### config.mk
export PLATFORM = sky130hd
export DESIGN_NAME = icache_fill
export DESIGN_NICKNAME = d
export VERILOG_FILES = /design/src/rtl/icache_fill.sv
export SDC_FILE = /design/constraint.sdc
export NUM_CORES = 1
export LEC_CHECK = 0
export BUFFER_PORTS_ARGS = -buffer_cell sky130_fd_sc_hd__buf_2
export CAP_MARGIN = 15
export CORE_AREA = 8 8 233 235
export DETAILED_ROUTE_END_ITERATION = 16
export DIE_AREA = 0 0 241 243
export GPL_TIMING_DRIVEN = 0
export PLACE_DENSITY = 0.8
export SLEW_MARGIN = 30
export SYNTH_ARGS = -nofsm -noshare
export SYNTH_HDL_FRONTEND = slang
export SYNTH_SLANG_ARGS = --single-unit
### constraint.sdc
create_clock -name clk -period 4.8 [get_ports clk]
set_clock_uncertainty 0.05 [all_clocks]
set_input_delay 0.72 -clock clk [delete_from_list [all_inputs] [get_ports clk]]
set_output_delay 0.72 -clock clk [all_outputs]
set_load 0.01 [all_outputs]
### src/rtl/icache_fill.sv
// rtl/icache_fill.sv - instruction-cache line-fill engine, byte-wide RAM to block write strobe
module icache_fill #(
  parameter int BLK_BYTES = 64,
  parameter int OFF_BITS  = $clog2(BLK_BYTES)
) (
  input  logic                   clk,
  input  logic                   rst_in,
  input  logic                   miss,
  input  logic [31:0]            if_ain,
  input  logic                   flush,
  input  logic [7:0]             ram_din,
  output logic [31:0]            ram_a,
  output logic                   ram_wr,
  output logic                   busy,
  output logic                   fill_en,
  output logic [31:0]            fill_addr,
  output logic [8*BLK_BYTES-1:0] fill_data
);

  typedef enum logic [1:0] {S_IDLE, S_READ, S_DONE} state_t;

  localparam logic [OFF_BITS:0] BLK_CNT  = (OFF_BITS+1)'(BLK_BYTES);
  localparam logic [31:0]       OFF_MASK = 32'(BLK_BYTES - 1);

  state_t                 state_q, state_d;
  logic [31:0]            base_q, base_d;
  logic [31:0]            ram_a_q, ram_a_d;
  logic [OFF_BITS:0]      icnt_q, icnt_d;
  logic [OFF_BITS:0]      rcnt_q, rcnt_d;
  logic                   cap_q, cap_d;
  logic [8*BLK_BYTES-1:0] buf_q, buf_d;
  logic                   busy_q, busy_d;
  logic                   fill_en_q, fill_en_d;
  logic [31:0]            fill_addr_q, fill_addr_d;

  always_ff @(posedge clk) begin
    if (!rst_in) begin
      state_q     <= S_IDLE;
      base_q      <= '0;
      ram_a_q     <= '0;
      icnt_q      <= '0;
      rcnt_q      <= '0;
      cap_q       <= 1'b0;
      buf_q       <= '0;
      busy_q      <= 1'b0;
      fill_en_q   <= 1'b0;
      fill_addr_q <= '0;
    end else begin
      state_q     <= state_d;
      base_q      <= base_d;
      ram_a_q     <= ram_a_d;
      icnt_q      <= icnt_d;
      rcnt_q      <= rcnt_d;
      cap_q       <= cap_d;
      buf_q       <= buf_d;
      busy_q      <= busy_d;
      fill_en_q   <= fill_en_d;
      fill_addr_q <= fill_addr_d;
    end
  end

  always_comb begin
    state_d     = state_q;
    base_d      = base_q;
    ram_a_d     = ram_a_q;
    icnt_d      = icnt_q;
    rcnt_d      = rcnt_q;
    cap_d       = cap_q;
    buf_d       = buf_q;
    busy_d      = 1'b0;
    fill_en_d   = 1'b0;
    fill_addr_d = fill_addr_q;
    case (state_q)
      S_IDLE: begin
        if (miss && !flush) begin
          base_d  = if_ain & ~OFF_MASK;
          ram_a_d = if_ain & ~OFF_MASK;
          icnt_d  = (OFF_BITS+1)'(1);
          rcnt_d  = '0;
          cap_d   = 1'b0;
          busy_d  = 1'b1;
          state_d = S_READ;
        end
      end
      S_READ: begin
        busy_d = 1'b1;
        if (icnt_q < BLK_CNT) begin
          ram_a_d = base_q + 32'(icnt_q);
          icnt_d  = icnt_q + 1'b1;
        end
        // RAM data lags the address by a cycle, so capture starts one cycle after entry
        cap_d = 1'b1;
        if (cap_q) begin
          buf_d[8*rcnt_q[OFF_BITS-1:0] +: 8] = ram_din;
          rcnt_d = rcnt_q + 1'b1;
        end
        if (flush) begin
          busy_d  = 1'b0;
          state_d = S_IDLE;
        end else if (cap_q && rcnt_q == BLK_CNT - 1'b1) begin
          fill_en_d   = 1'b1;
          fill_addr_d = base_q;
          state_d     = S_DONE;
        end
      end
      S_DONE: begin
        state_d = S_IDLE;
      end
      default: begin
        state_d = S_IDLE;
      end
    endcase
  end

  assign ram_a     = ram_a_q;
  assign ram_wr    = 1'b0;
  assign busy      = busy_q;
  assign fill_en   = fill_en_q;
  assign fill_addr = fill_addr_q;
  assign fill_data = buf_q;

endmodule
### Word-level counts from Yosys, hierarchy flattened

Cells that the tools add are included.
W data, S select, Z words.

| word-level totals | value |
|---|---|
| output and inout bits | 579 |
| logic and storage cells | 59 |
| bits in registers | 615 |

| operators by class | value |
|---|---|
| shifts and indexed selects | 2 |
| bitwise gates (word level) | 3 |
| order comparisons | 1 |
| add/subtract/negate cells | 4 |
| reductions and logical operators | 13 |
| multiplexer cells | 20 |
| equal/unequal tests | 6 |

Operator list:

| operator | count |
|---|---|
| $bwmux W512 | 1 |
| $shift A8 B34 Y512 const A | 1 |
| $shiftx A8 B34 Y512 | 1 |
| $mux W32 | 2 |
| $pmux W32 S2 | 1 |
| $neg A9 Y34 | 1 |
| $add A32 B7 Y32 | 1 |
| $mux W7 | 4 |
| $pmux W7 S2 | 2 |
| $add A7 B1 Y7 const B | 2 |
| $reduce_and A3 Y1 | 3 |
| $reduce_and A2 Y1 | 4 |
| $eq A7 B6 Y1 const B | 1 |
| $lt A7 B7 Y1 const B | 1 |
| $mux W2 | 3 |
| $ne A2 B2 Y1 const B | 3 |
| $mux W1 | 4 |
| $pmux W1 S2 | 2 |
| $pmux W2 S2 | 1 |
| $ne A3 B3 Y1 const B | 1 |
| $not A1 Y1 | 3 |
| $reduce_or A3 Y1 | 1 |
| $eq A2 B1 Y1 const B | 1 |
| $logic_and A1 B1 Y1 | 2 |
| other kinds (3) | 3 |

### Longest topological paths before layout

Gate-level depths: netlist of run 1.

| depth | value |
|---|---|
| word-level depth | 5 |
| gate-level depth with buffers | 14 |
| gate-level depth less buffers | 8 |

### Least setup slack after synthesis of run 1

No wires, ideal clock.

| path | value |
|---|---|
| path type | reg2reg |
| from | reg rcnt_q[0] |
| to | reg buf_q[392] (netlist: fill_data[392]) |
| stages on the path, launching flop included | 12 |
| setup time | 0.130 ns |
| path slack | 1.726 ns |
| path buffers | 4 |
| required time | 4.620 ns |
| arrival time | 2.894 ns |
| period minus slack after synthesis | 3.074 ns |
| path through | dfxtp_1 -> or4_1 -> clkbuf_1 -> nor2_1 -> ha_1 -> buf_2 -> nand4bb_1 -> nor4_2 -> and3_1 -> clkbuf_1 -> clkbuf_1 -> o21ai_0 |

| on the way | value |
|---|---|
| word-level cells in the longest chain between the ends | 3 |

RTL lines:

| element | RTL line | RTL |
|---|---|---|
| start, declared | 29 | `logic [OFF_BITS:0] rcnt_q, rcnt_d;` |
| start signal, assigned | 53 | `rcnt_q <= rcnt_d;` |
| $neg A9 Y34 (*) | 94 | `buf_d[8*rcnt_q[OFF_BITS-1:0] +: 8] = ram_din;` |
| $shiftx A8 B34 Y512 or $shift A8 B34 Y512 (tied branches) | 94 |  |
| $bwmux W512 (*) | 94 |  |
| end signal, assigned | 55 | `buf_q <= buf_d;` |
| end, declared | 31 | `logic [8*BLK_BYTES-1:0] buf_q, buf_d;` |

Every way passes the cells marked *; elsewhere a longest branch is shown, timed or not.
A chain may end at the register's enable or synchronous reset.

### Worst setup path in the final report of run 1

| path | value |
|---|---|
| from | reg rcnt_q[0] |
| to | reg buf_q[247] (netlist: fill_data[247]) |

Same word-level chain as after synthesis.

==> impl_metrics.yaml, run 1 <==
status:
  status: "finished clean"
die:
  core_um2: 50700
  die_y_um: 243
  die_area_um2: 58600
  ios: 623
  die_width_um: 241
  start_util: 0.482
  rows: 83
finish:
  drive_gt1_frac: 0.239
  stdcell_count: 4104
  syn_to_final_growth_pct: 24.7
  final_nets: 3429
  final_cell_mix: "buf_2 (626), dfxtp_1 (615), nand2_1 (565), mux2i_1 (333), nand3_1 (261)"
  final_common_cell: "buf_2"
  postLayoutCoreUtil: 0.600
  design_area_um2: 30400
timing:
  slew_headroom: 0.311
  finalHoldViolations: 0
  worstMarginPinSlew_ns: 1.03
  whs_ns: 0.300
  slew_violations: 0
  fin_crit_ns: 4.55
  finalSetupViolCount: 0
  fin_setup_tns_ns: 0
  fmax_mhz: 220
  fin_ws_ns: 0.248
  post-route-period-util: 0.948
  rsz0062_at_grt: "false"
power_and_ir_drop:
  cellPowerDensity_nw_per_um2: 346
  p_leak_nw: 13.5
  finalPower_mw: 10.5
  ir_worst_vdd_v: 0.000248
yosys:
  yosys_warnings: 0
  synth_xor_area_frac: 0.0111
  syn_area_per_cell_um2: 9.03
  synth-simple-area-share: 0.226
  synth_compound_area_frac: 0.0773
  yosysUniqueCellTypes: 73
  synth_area_um2: 24400
  syn_inst: 2703
  synth_edf_count: 0
  ys.flop_type: "dfxtp_1"
  muxShareOfSynthArea: 0.138
  synthAdderAreaFrac: 0.00308
  ys_seq_elements: 615
  ys_seq_area_frac: 0.504
  ys_async_sr_fraction: 0
  synth_top_family_by_area: "simple AND/OR/NAND/NOR gates"
route:
  drc: 0
  dr.first_iter.drc_count: 2229
  dr_total_vias: 23700
  drt-vias-per-instance: 5.78
  wl_per_cell_um: 25.1
  drt-total-wl_mm: 103
  firstDrtPassIters: 7
  postRouteAntennaNets: 0
global_routing:
  use_met2: 0.558
  globalRouteOverflowTotal: 0
  antenna_found_initial: 5
  gr-usage-all-layers: 0.331
  grt_pass1_vias: 22600
  grt_pass1_wl_mm: 147
  top_usage_layer: "met2"
  grt_max_degree: 16
  use_met1: 0.398
  grt_use_met3: 0.0827
clock_tree:
  clkSinkCount: 615
  cts_buffer_depth: 3
  cts_tree: "built"
  clock_latency_ns: 0.63
  cts_made_buffers: 61
  cts-root-buf: "clkbuf_16"
  cts-htree-levels: 2
  postCtsHoldBufs: 0
  clk_pin_slew_ns: 0.06
job:
  cap_violations: 0
placement:
  dp_slack_ns: -0.125
  place_area_um2: 28400
  gp_congestion: 0.974
  place_inst: 3995
  hpwl_mm: 78.3
  port_buffers: 605
worst_hold_path:
  holdCritPathClass: "in -> reg"
worst_setup_path:
  cp_data_required_time_ns: 5.28
  critical_path_class: "reg -> reg"
  crit_path_end_kind: "flip-flop"
  worst_setup_path_start_kind: "flip-flop"
  crit_arrival_ns: 5.03
  crit_path_max_fanout: 10
layer usage:
layer | share of wire | wire length, µm
met3 | 0.10 | 10600
met5 | 0.00028 | 29
met1 | 0.38 | 39200
met4 | 0.046 | 4710
met2 | 0.47 | 48700
power by group:
group          total [mW]  leakage (nW)  switching [mW]  internal [mW]
Sequential           5.18          4.96          0.0367           5.14
Clock                4.90          1.01            2.04           2.86
Combinational       0.447          7.55           0.348         0.0986
flip-flops by register name, summed over array words and instances (netlist names):
| name | count |
|---|---|
| base_q | 26 |
| busy | 1 |
| cap_q | 1 |
| fill_addr | 26 |
| fill_data | 512 |
| fill_en | 1 |
| icnt_q | 7 |
| ram_a | 32 |
| rcnt_q | 7 |
| state_q | 2 |
synthesized netlist by cell type, types with 7 or more instances:
master,instances,share of area
nor2b_1,8,0.0021
nor3_1,17,0.0035
nand3_1,261,0.054
o21ai_1,17,0.0035
or3_1,7,0.0018
buf_4,12,0.0037
mux2i_1,334,0.14
nor3_4,9,0.0060
and4_1,11,0.0039
clkbuf_1,176,0.027
a22oi_1,10,0.0031
xnor2_1,11,0.0039
nand2_1,565,0.087
nand3_2,7,0.0029
dfxtp_1,615,0.50
a21oi_1,53,0.011
nand4_1,55,0.014
o31ai_1,18,0.0055
buf_2,21,0.0043
xor2_1,15,0.0054
o21ai_0,182,0.037
o211ai_1,9,0.0028
and3_1,20,0.0051
or4_1,7,0.0022
a31oi_1,7,0.0018
and2_1,23,0.0059
nand2b_1,8,0.0021
buf_1,9,0.0014
nor2_1,122,0.019
what timing repair did:
action / 4_1_cts / 5_1_grt
endpoints found under the hold margin: 0 / 0
setup endpoints to repair: 3 / 68
gates resized for setup: 1 / 6
setup buffers: 0 / 0
worst max-delay path, stage by stage (launching register included):
cell and delay, ns:
dfxtp_1 0.37, buf_2 0.24, buf_2 0.31, clkbuf_2 0.39, inv_1 0.24, ha_1 0.43
clkbuf_1 0.42, nor2b_1 0.26, nand2_1 0.17, nor2_1 0.30, clkbuf_1 0.62, nand2_1 0.32
o31ai_1 0.31
worst paths after layout:
| kind | startpoint | endpoint | slack, ns | cells past startpoint |
|---|---|---|---|---|
| min | if_ain[27] | base_q[27] | 0.30 | 3 |
| min reg2reg | fill_data[149] | fill_data[149] | 0.40 | 2 |
| max reg2reg | rcnt_q[0] | fill_data[247] | 0.25 | 12 |
| max | rcnt_q[0] | fill_data[247] | 0.25 | 12 |
layout make-up:
class / count / area [µm²]
clock inverter: 15 / 186
timing repair buffer: 607 / 3050
tap: 680 / 851
buffer: 222 / 961
sequential: 615 / 12300
multi-input combinational: 1865 / 11200
antenna: 1 / 2.50
clock buffer: 92 / 1860
inverter: 7 / 26.3
fill: 4464 / 20300
cell families (layout without fill, tap and decap cells):
kind of cell / Yosys count / count (layout)
fa+ha+maj: 6 / 6
buf+inv: 229 / 943
compound gates: 326 / 326
xor+xnor: 28 / 28
other cells: 1 / 8
mux: 337 / 337
simple gates: 1161 / 1161
flops: 615 / 615
Note: power is estimated with default switching activity, not from simulation.
==> inputs of run 2 (changes only) <==
--- a/config.mk
+++ b/config.mk
@@ -7,11 +7,14 @@
 export LEC_CHECK = 0
 export BUFFER_PORTS_ARGS = -buffer_cell sky130_fd_sc_hd__buf_2
 export CAP_MARGIN = 15
-export CORE_AREA = 8 8 233 235
+export CELL_PAD_IN_SITES_DETAIL_PLACEMENT = 2
+export CELL_PAD_IN_SITES_GLOBAL_PLACEMENT = 2
+export CORE_ASPECT_RATIO = 1.2
+export CORE_MARGIN = 8
+export CORE_UTILIZATION = 34
 export DETAILED_ROUTE_END_ITERATION = 16
-export DIE_AREA = 0 0 241 243
 export GPL_TIMING_DRIVEN = 0
-export PLACE_DENSITY = 0.8
+export PLACE_DENSITY = 0.91
 export SLEW_MARGIN = 30
 export SYNTH_ARGS = -nofsm -noshare
 export SYNTH_HDL_FRONTEND = slang
==> constraint.sdc (replaced) <==
create_clock -name clk -period 5.25 [get_ports clk]
set_clock_uncertainty 0.05 [all_clocks]
set_input_delay 0.7875 -clock clk [delete_from_list [all_inputs] [get_ports clk]]
set_output_delay 0.7875 -clock clk [all_outputs]
set_load 0.01 [all_outputs]
==> run 2 against run 1 <==
Effect of this change: largest power group is now the clock network; critical path depth did not move; wire length is 33% higher; via count up 4.5%; final area is 1.6% higher; register-to-register slack worse by 0.08 ns; final cell count up 6.3%; count of clock-buffer cells in the layout rose by 5; setup slack got worse by 0.077 ns; sequential share of layout area shrank 0.62 points; utilization down 17 points; worst hold slack improved by 0.090 ns.
==> impl_metrics.yaml, run 2 (same netlist as run 1, synthesis figures left out) <==
global_routing:
  gr-usage-all-layers: 0.327
  grt_pass1_wl_mm: 195
  globalRouteOverflowTotal: 0
  grt_max_degree: 14
  grt_pass1_vias: 27800
  antenna_found_initial: 7
worst_hold_path:
  holdCritPathClass: "in -> reg"
die:
  die_area_um2: 80700
  core_um2: 71100
  rows: 107
  die_width_um: 261
  die_y_um: 310
  start_util: 0.343
  ios: 623
worst_setup_path:
  crit_arrival_ns: 5.55
  path_cells: "buf_2 -> buf_2 -> clkbuf_1 -> inv_1 -> ha_1 -> clkbuf_1 -> clkbuf_1 -> and3_1 -> clkbuf_1 -> and2_1 -> nand3_1 -> o21ai_0"
  critical_path_class: "reg -> reg"
  path_delay_family: "buffers and inverters"
  crit_path_max_fanout: 10
  crit_path_end_kind: "flip-flop"
  worst_setup_path_start_kind: "flip-flop"
  slowest_delay_ns: 0.69
  cp_num_buf_inv: 7
  crit_top_cell: "clkbuf_1"
  cp_data_required_time_ns: 5.72
  slowest_stage: "clkbuf_1"
clock_tree:
  clkSinkCount: 615
  cts_made_buffers: 67
  cts-htree-levels: 3
  clk_pin_slew_ns: 0.07
  clock_latency_ns: 0.62
  postCtsSetupBuffers: 0
  postCtsHoldBufs: 0
  cts-root-buf: "clkbuf_16"
  cts_buffer_depth: 3
  cts_resized: 0
  cts_tree: "built"
placement:
  hpwl_mm: 100
  place_inst: 4242
  gp_congestion: 0.938
  place_area_um2: 28700
  port_buffers: 605
finish:
  final_cell_mix: "buf_2 (626), dfxtp_1 (615), nand2_1 (565), mux2i_1 (333), nand3_1 (261)"
  drive_gt1_frac: 0.241
  postLayoutCoreUtil: 0.435
  fillers: 7769
  largest_register_ffs: 512
  final_common_cell: "buf_2"
  syn_to_final_growth_pct: 26.6
  design_area_um2: 30900
  final_nets: 3436
  stdcell_count: 4362
timing:
  fmax_mhz: 197
  fin_setup_tns_ns: 0
  finalSetupViolCount: 0
  whs_ns: 0.391
  rsz0062_at_grt: "false"
  finalHoldViolations: 0
  post-route-period-util: 0.967
  slew_headroom: 0.284
  fin_crit_ns: 5.08
  slew_violations: 0
  worstMarginPinSlew_ns: 1.07
job:
  cap_violations: 0
route:
  drt-total-wl_mm: 137
  drt-vias-per-instance: 5.68
  dr.first_iter.drc_count: 1391
  postRouteAntennaNets: 0
  dr_total_vias: 24800
  wl_per_cell_um: 31.3
  drc: 0
  firstDrtPassIters: 5
power_and_ir_drop:
  ir_worst_vdd_v: 0.000247
  p_leak_nw: 13.6
  cellPowerDensity_nw_per_um2: 326
status:
  status: "finished clean"
## run 2: metrics by stage
stage / power (mW) / worst slack, ns
floorplan: 5.03 / 2.18
global placement: 5.25 / 0.261
detailed placement: 5.26 / 0.230
CTS: 10.1 / 0.223
global route: 10.3 / 0.0121
finish: 10.1 / 0.171
## run 2: where the power goes
group / internal [mW] / switching (mW) / leakage (nW) / total, mW
Sequential: 4.70 / 0.0389 / 4.96 / 4.74
Combinational: 0.0895 / 0.353 / 7.56 / 0.443
Clock: 2.77 / 2.11 / 1.07 / 4.88
Total: 7.56 / 2.50 / 13.6 / 10.1
## run 2: area by class of cell
| type | count | area (µm²) | share of cell area |
|---|---|---|---|
| Timing Repair Buffer | 608 | 3050 | 0.0987 |
| Multi-Input combinational cell | 1865 | 11200 | 0.362 |
| Clock buffer | 97 | 1970 | 0.0638 |
| Antenna cell | 4 | 10.0 | 0.000324 |
| Inverter | 7 | 26.3 | 0.000850 |
| Tap cell | 926 | 1160 | 0.0375 |
| Sequential cell | 615 | 12300 | 0.398 |
| Buffer | 222 | 965 | 0.0312 |
| Clock inverter | 18 | 220 | 0.00713 |
## run 2: worst min-delay path: stages
cell and delay [ns]:
buf_2 0.11, nand2_1 0.06, a21oi_1 0.05
## run 2: path summary, 6_finish.rpt
kind | from | to | slack [ns] | cells past startpoint
max reg2reg | rcnt_q[0] | fill_data[44] | 0.17 | 12
min reg2reg | fill_data[398] | fill_data[398] | 0.41 | 2
max | rcnt_q[0] | fill_data[44] | 0.17 | 12
min | if_ain[12] | base_q[12] | 0.39 | 3
## run 2: metal layers
layer / vias to the layer above / part of all wire / global-route usage
met4: 6 / 0.067 / 0.201
li1: 10700 / - / -
met2: 1076 / 0.50 / 0.585
met5: - / 0.00029 / 0
met3: 418 / 0.063 / 0.0709
met1: 12600 / 0.37 / 0.349
